`src/rtl/seq_detect_ctrl_if.sv`:
```
// seq_detect_ctrl_if: configuration, control and serial-stream signals of the pattern detector
interface seq_detect_ctrl_if #(
    parameter int MAXLEN = 8,
    parameter int CW     = 8
);
    logic              cfg_valid;
    logic              cfg_ready;
    logic [MAXLEN-1:0] cfg_pattern;
    logic [3:0]        cfg_len;
    logic              cfg_overlap;
    logic [CW-1:0]     cfg_target;
    logic              cfg_err;
    logic              start;
    logic              abort;
    logic              x;
    logic              x_valid;
    logic              y;
    logic [CW-1:0]     match_count;
    logic              busy;
    logic              done;
    modport master (
        output cfg_valid, cfg_pattern, cfg_len, cfg_overlap, cfg_target, start, abort, x, x_valid,
        input  cfg_ready, cfg_err, y, match_count, busy, done
    );
    modport slave (
        input  cfg_valid, cfg_pattern, cfg_len, cfg_overlap, cfg_target, start, abort, x, x_valid,
        output cfg_ready, cfg_err, y, match_count, busy, done
    );
endinterface

```
`src/rtl/seq_detect_ctrl.sv`:
```
// seq_detect_ctrl: run-time configurable serial pattern detector with Mealy match strobe and match counter
module seq_detect_ctrl #(
    parameter int MAXLEN = 8,
    parameter int CW     = 8
) (
    input logic           clk,
    input logic           reset,
    seq_detect_ctrl_if.slave bus
);
    typedef enum logic [1:0] {IDLE, RUN, DONE} state_t;
    state_t            state_q, state_d;
    logic [MAXLEN-1:0] pattern_q, pattern_d;
    logic [3:0]        len_q, len_d;
    logic [3:0]        fill_q, fill_d;
    logic              overlap_q, overlap_d;
    logic [CW-1:0]     target_q, target_d;
    logic [CW-1:0]     count_q, count_d;
    logic [MAXLEN-2:0] hist_q, hist_d;
    logic              cfg_err_q, cfg_err_d;
    logic [MAXLEN-1:0] win;
    logic [MAXLEN-1:0] diff_sh;
    logic              legal, full, hit, y;

    // Match window (history plus current bit) compared only over the low len bits; next state
    always_comb begin
        state_d   = state_q;
        pattern_d = pattern_q;
        len_d     = len_q;
        overlap_d = overlap_q;
        target_d  = target_q;
        count_d   = count_q;
        hist_d    = hist_q;
        fill_d    = fill_q;
        cfg_err_d = 1'b0;
        win       = {hist_q, bus.x};
        diff_sh   = (win ^ pattern_q) << (4'(MAXLEN) - len_q);
        hit       = diff_sh == '0;
        full      = fill_q == len_q - 4'd1;
        legal     = bus.cfg_len >= 4'd2 && bus.cfg_len <= 4'(MAXLEN);
        y         = state_q == RUN && bus.x_valid && !bus.abort && full && hit;
        case (state_q)
            IDLE: begin
                if (bus.cfg_valid && legal) begin
                    pattern_d = bus.cfg_pattern;
                    len_d     = bus.cfg_len;
                    overlap_d = bus.cfg_overlap;
                    target_d  = bus.cfg_target;
                end
                cfg_err_d = bus.cfg_valid && !legal;
                if (bus.start) begin
                    state_d = RUN;
                    hist_d  = '0;
                    fill_d  = '0;
                    count_d = '0;
                end
            end
            RUN: begin
                if (bus.abort) begin
                    state_d = IDLE;
                end else if (bus.x_valid) begin
                    if (y) begin
                        count_d = (count_q == '1) ? count_q : count_q + CW'(1);
                        hist_d  = overlap_q ? win[MAXLEN-2:0] : '0;
                        fill_d  = overlap_q ? fill_q : 4'd0;
                        if (target_q != '0 && count_q + CW'(1) == target_q) state_d = DONE;
                    end else begin
                        hist_d = win[MAXLEN-2:0];
                        fill_d = full ? fill_q : fill_q + 4'd1;
                    end
                end
            end
            DONE:    state_d = IDLE;
            default: state_d = IDLE;
        endcase
    end

    // State and datapath registers
    always_ff @(posedge clk or posedge reset) begin
        if (reset) begin
            state_q   <= IDLE;
            pattern_q <= '0;
            len_q     <= 4'd2;
            overlap_q <= 1'b0;
            target_q  <= '0;
            count_q   <= '0;
            hist_q    <= '0;
            fill_q    <= '0;
            cfg_err_q <= 1'b0;
        end else begin
            state_q   <= state_d;
            pattern_q <= pattern_d;
            len_q     <= len_d;
            overlap_q <= overlap_d;
            target_q  <= target_d;
            count_q   <= count_d;
            hist_q    <= hist_d;
            fill_q    <= fill_d;
            cfg_err_q <= cfg_err_d;
        end
    end

    assign bus.cfg_ready   = state_q == IDLE;
    assign bus.busy        = state_q == RUN;
    assign bus.done        = state_q == DONE;
    assign bus.y           = y;
    assign bus.match_count = count_q;
    assign bus.cfg_err     = cfg_err_q;
endmodule

```
`src/flat_wrapper.sv`:
```
// flat-port wrapper written by rule: the top's interface ports become plain ports
module seq_detect_ctrl_flat 
#(
    parameter int MAXLEN = 8,
    parameter int CW     = 8
)
  (clk, reset, bus_cfg_valid, bus_cfg_pattern, bus_cfg_len, bus_cfg_overlap, bus_cfg_target, bus_start, bus_abort, bus_x, bus_x_valid, bus_cfg_ready, bus_cfg_err, bus_y, bus_match_count, bus_busy, bus_done);
  seq_detect_ctrl_if #(.MAXLEN(MAXLEN), .CW(CW)) bus_i ();
  input logic clk;
  input logic reset;
  input wire logic [$bits(bus_i.cfg_valid)-1:0] bus_cfg_valid;
  input wire logic [$bits(bus_i.cfg_pattern)-1:0] bus_cfg_pattern;
  input wire logic [$bits(bus_i.cfg_len)-1:0] bus_cfg_len;
  input wire logic [$bits(bus_i.cfg_overlap)-1:0] bus_cfg_overlap;
  input wire logic [$bits(bus_i.cfg_target)-1:0] bus_cfg_target;
  input wire logic [$bits(bus_i.start)-1:0] bus_start;
  input wire logic [$bits(bus_i.abort)-1:0] bus_abort;
  input wire logic [$bits(bus_i.x)-1:0] bus_x;
  input wire logic [$bits(bus_i.x_valid)-1:0] bus_x_valid;
  output wire logic [$bits(bus_i.cfg_ready)-1:0] bus_cfg_ready;
  output wire logic [$bits(bus_i.cfg_err)-1:0] bus_cfg_err;
  output wire logic [$bits(bus_i.y)-1:0] bus_y;
  output wire logic [$bits(bus_i.match_count)-1:0] bus_match_count;
  output wire logic [$bits(bus_i.busy)-1:0] bus_busy;
  output wire logic [$bits(bus_i.done)-1:0] bus_done;
  assign bus_i.cfg_valid = bus_cfg_valid;
  assign bus_i.cfg_pattern = bus_cfg_pattern;
  assign bus_i.cfg_len = bus_cfg_len;
  assign bus_i.cfg_overlap = bus_cfg_overlap;
  assign bus_i.cfg_target = bus_cfg_target;
  assign bus_i.start = bus_start;
  assign bus_i.abort = bus_abort;
  assign bus_i.x = bus_x;
  assign bus_i.x_valid = bus_x_valid;
  assign bus_cfg_ready = bus_i.cfg_ready;
  assign bus_cfg_err = bus_i.cfg_err;
  assign bus_y = bus_i.y;
  assign bus_match_count = bus_i.match_count;
  assign bus_busy = bus_i.busy;
  assign bus_done = bus_i.done;
  seq_detect_ctrl #(.MAXLEN(MAXLEN), .CW(CW)) u_core (.clk(clk), .reset(reset), .bus(bus_i));
endmodule
```
`config.mk`:
```
export PLATFORM = sky130hd
export DESIGN_NAME = seq_detect_ctrl_flat
export DESIGN_NICKNAME = d
export VERILOG_FILES = /design/src/rtl/seq_detect_ctrl_if.sv /design/src/rtl/seq_detect_ctrl.sv /design/src/flat_wrapper.sv
export SDC_FILE = /design/constraint.sdc
export NUM_CORES = 1
export LEC_CHECK = 0
export ABC_AREA = 1
export ABC_CLOCK_PERIOD_IN_PS = 2750
export CORE_ASPECT_RATIO = 1.2
export CORE_MARGIN = 2
export CORE_UTILIZATION = 40
export DETAILED_ROUTE_END_ITERATION = 7
export DONT_BUFFER_PORTS = 1
export PLACE_DENSITY = 0.65
export SLEW_MARGIN = 20
export SYNTH_ARGS = -nofsm -noshare
export SYNTH_HDL_FRONTEND = slang
export SYNTH_SLANG_ARGS = --single-unit
```
`constraint.sdc`:
```
create_clock -name clk -period 2.75 [get_ports clk]
set_clock_uncertainty 0.1 [all_clocks]
set_input_delay 0.6875 -clock clk [delete_from_list [all_inputs] [get_ports clk]]
set_output_delay 0.6875 -clock clk [all_outputs]
set_load 0.1 [all_outputs]
```
==> Implementation_results.wiki <==
{| class="wikitable"
! Metric !! Value
|-
| Detailed-route wire length || 5.70 mm
|-
| Worst path setup slack after routing || -67.3 ps
|-
| Cell-internal power || 1.43 mW
|-
| Proportion of layout cells with a drive suffix above 1 || 0.164
|-
| Relative contribution of the clock network to total power || 0.163
|-
| Total of warnings raised by yosys || 0
|-
| Worst setup EP type || output port
|-
| Reg2reg end || u_core.fill_q[1]
|-
| Detailed placer's ending HPWL || 4.30 mm
|-
| Failing checks || negative setup slack
|-
| Global-route usage over all layers || 0.173
|-
| Cell type of the slowest stage on the worst timing path || sky130_fd_sc_hd__dfstp_2
|-
| Htree depth || 2
|-
| Lkg Pwr || 1.47 nW
|-
| Max Fclk || 355 MHz
|-
| Depth of the worst register-to-register path || 15
|-
| Wire length per cell after detailed routing || 12.6 microns
|-
| Site Rows || 31
|-
| Number of max-slew violations in the final report || 0
|-
| Clk slew on worst S/H paths || 90 ps
|-
| Combined area of all synthesized cells || 2550 sq um
|-
| Number of search-and-repair iterations in the first detailed-routing pass || 5
|-
| Critical setup path kind || reg2out
|-
| Global route overflow || 0
|-
| Per-instance average area after synthesis || 7.35 sq um
|-
| Finish-stage setup viols || 1
|-
| Clock root cell || sky130_fd_sc_hd__clkbuf_8
|-
| Number of antenna violations at the first check in global routing || 0
|-
| Gate Count Post-Synth || 347
|-
| Wire length of the first global-routing pass || 9.65 mm
|-
| Core outline area || 6090 sq um
|-
| Reported max-cap violation count || 0
|-
| Number of global-route vias before repair || 2161
|-
| Prevailing post-synth register cell || sky130_fd_sc_hd__dfrtp_1
|-
| Switch share || 0.464
|-
| Sinks on the clock net || 43
|-
| Final hold violation count || 0
|-
| Unique masters post-synth || 29
|-
| EDFF count, synth || 0
|-
| Chip width || 76.9 microns
|-
| Total die area || 7030 sq um
|-
| Hold Crit Class || in2async
|-
| Maximum net fanout on the critical path || 3
|-
| Number of antenna repair diodes || 0
|-
| Required time of the critical path || 1960 ps
|-
| TritonCTS Buffers || 5
|-
| Post-DRT Antenna Nets || 0
|-
| Starting Density || 0.419
|-
| Pin count of the biggest net entering global routing || 40
|-
| DRC violations left || 0
|-
| Clock latency of the later-clocked register in the worst-skew pair || 300 ps
|-
| Cells along the critical path || inv_2, ha_4, xor2_1, nand2_1, nor2_1, nand2_1, nor2_4, nand2_4, clkinvlp_4, buf_12
|-
| DR vias || 2212
|-
| DR iter-0 viols || 115
|-
| Internal reg-to-reg setup slack || 470 ps
|-
| Detailed-route vias per instance || 4.88
|-
| Fraction of registers with async set/reset || 1.00
|-
| Flop and latch count out of synthesis || 43
|-
| Power Total || 2.67 mW
|-
| Power density normalized to cell area || 913 nW/um^2
|-
| Final worst-path cycle share || 1.02
|-
| Clock tree from TritonCTS || done
|-
| Final standard cell utilization of the core || 0.480
|-
| Max Root-Sink Buffers || 2
|-
| Post-synth net total || 378
|-
| Combinational cell fraction of total power || 0.478
|-
| Minimum period implied by the final worst setup slack || 2820 ps
|-
| Switching power total || 1.24 mW
|-
| Portion of the post-synthesis area used by sequential elements || 0.422
|-
| Slew at the pin closest to its max-slew limit || 870 ps
|-
| Port Buf Inserts || 0
|-
| Synthesis-to-layout area growth || 14.5%
|-
| Hold_buf cts || 0
|-
| Outcome || finished with violations
|-
| Worst EP arrival || 2030 ps
|-
| GPL Wtd Cong || 0.838
|-
| Sequential Power Share || 0.359
|-
| RSZ-0062 raised after global routing || yes
|-
| Slowest Stage Delay on Critical Path || 550 ps
|-
| Worst vdd ir || 0.000605 V
|-
| Startpoint of the most critical register-to-register path || u_core.len_q[1]
|-
| Max_slew headroom || 0.420
|-
| Filler cell count || 619
|-
| Cell type with the highest occurrence count on the critical path || sky130_fd_sc_hd__nand2_1
|-
| Nature of the critical path startpoint || flip-flop
|-
| Final Net Count || 401
|-
| Height of the die || 91.5 microns
|-
| Number of I/O pins || 41
|}
## cell families after synthesis
group           synth area share
compound gates            0.0883
fa+ha+maj                 0.0147
simple gates               0.320
buf+inv                   0.0927
mux                       0.0132
xor+xnor                  0.0481
flops                      0.422
## cells in the mapped netlist (2+ instances only)
master,n,share of area
sky130_fd_sc_hd__xnor2_1,5,0.017
sky130_fd_sc_hd__nand3_1,33,0.065
sky130_fd_sc_hd__nand4_1,5,0.012
sky130_fd_sc_hd__nor3_1,2,0.0039
sky130_fd_sc_hd__clkbuf_1,4,0.0059
sky130_fd_sc_hd__o21ai_0,11,0.022
sky130_fd_sc_hd__o21ai_2,8,0.027
sky130_fd_sc_hd__dfrtp_1,42,0.41
sky130_fd_sc_hd__mux2_2,3,0.013
sky130_fd_sc_hd__nand2_1,92,0.14
sky130_fd_sc_hd__xor2_1,9,0.031
sky130_fd_sc_hd__inv_1,52,0.077
sky130_fd_sc_hd__nor2_4,2,0.0088
sky130_fd_sc_hd__nand2_2,4,0.0098
sky130_fd_sc_hd__nand2_4,3,0.013
sky130_fd_sc_hd__inv_2,2,0.0029
sky130_fd_sc_hd__ha_1,3,0.015
sky130_fd_sc_hd__nor2_1,40,0.059
sky130_fd_sc_hd__a21oi_1,16,0.031
sky130_fd_sc_hd__a31oi_1,2,0.0049
## flip-flops by register name (all words and copies together) (netlist names)
name                    count
u_core.bus.match_count      8
u_core.pattern_q            8
u_core.target_q             8
u_core.hist_q               7
u_core.fill_q               4
u_core.len_q                4
u_core.state_q              2
u_core.bus.cfg_err          1
u_core.overlap_q            1
## critical path, delay by kind of cell (launching register included)
| kind | cells | cell delay (ps) |
|---|---|---|
| simple gates | 5 | 460 |
| flops | 1 | 550 |
| buf+inv | 3 | 310 |
| xor+xnor | 1 | 140 |
| fa+ha+maj | 1 | 270 |
## power groups by stage
stage                     logic, mW  registers [mW]  clock network, mW
after floorplan               0.843            1.08                  0
after global placement         1.19           0.963                  0
after detailed placement       1.22           0.969                  0
after CTS                      1.27           0.958              0.452
after global routing           1.44           0.981              0.480
final                          1.27           0.957              0.436
## metal layers
| layer | routed length [microns] | GRT usage | vias up | part of all wire |
|---|---|---|---|---|
| met3 | 271 | 0.0457 | 10 | 0.048 |
| met1 | 2440 | 0.202 | 1020 | 0.43 |
| met2 | 2860 | 0.303 | 49 | 0.50 |
| met4 | 119 | 0.0606 | 0 | 0.021 |
| li1 | - | - | 1133 | - |
| met5 | 0 | 0 | - | 0 |
## final cells by class
type,count,area [sq um],share of cell area
Clock buffer,5,68.8,0.0236
Clock inverter,3,26.3,0.00900
Inverter,54,206,0.0707
Timing Repair Buffer,22,178,0.0608
Sequential cell,43,1080,0.369
Tap cell,82,103,0.0351
Multi-Input combinational cell,244,1260,0.432
## layout by cell type, fill, tap and decap left out, types with 3 or more instances in the layout
cell type and n:
sky130_fd_sc_hd__a21oi_1 16, sky130_fd_sc_hd__buf_4 21, sky130_fd_sc_hd__clkbuf_8 5, sky130_fd_sc_hd__dfrtp_1 42
sky130_fd_sc_hd__inv_1 49, sky130_fd_sc_hd__inv_2 3, sky130_fd_sc_hd__mux2_2 3, sky130_fd_sc_hd__nand2_1 91
sky130_fd_sc_hd__nand2_2 5, sky130_fd_sc_hd__nand2_4 3, sky130_fd_sc_hd__nand3_1 33, sky130_fd_sc_hd__nand4_1 5
sky130_fd_sc_hd__nor2_1 38, sky130_fd_sc_hd__nor2_4 3, sky130_fd_sc_hd__o21ai_0 11, sky130_fd_sc_hd__o21ai_2 8
sky130_fd_sc_hd__xnor2_1 5, sky130_fd_sc_hd__xor2_1 9
## repair_timing
item / CTS / global route
pin swaps: 5 / 1
gates resized for setup: 3 / 0
setup buffers: 5 / 1
endpoints found under the setup margin: 1 / 1
## stage by stage
step | cell area, sq um | setup TNS, ps | hold WS, ps | instances | worst slack [ps]
6_report | 2920 | -67.3 | 152 | 453 | -67.3
5_1_grt | 2920 | -211 | 168 | 453 | -211
4_1_cts | 2910 | -83.0 | 161 | 452 | -83.0
3_5_place_dp | 2770 | 0 | 401 | 439 | 106
3_3_place_gp | 2770 | 0 | 390 | 439 | 163
2_1_floorplan | 2560 | 0 | 370 | 347 | 109
## worst max path at each step
stage,to,start,slack [ps]
finish,bus_y,u_core.len_q[1],-70
global route,bus_y,u_core.len_q[1],-210
detailed placement,bus_y,u_core.len_q[1],110
floorplan,bus_y,u_core.len_q[1],110
global placement,bus_y,u_core.len_q[1],160
CTS,bus_y,u_core.len_q[1],-80
Note: power is estimated with default switching activity, not from simulation.
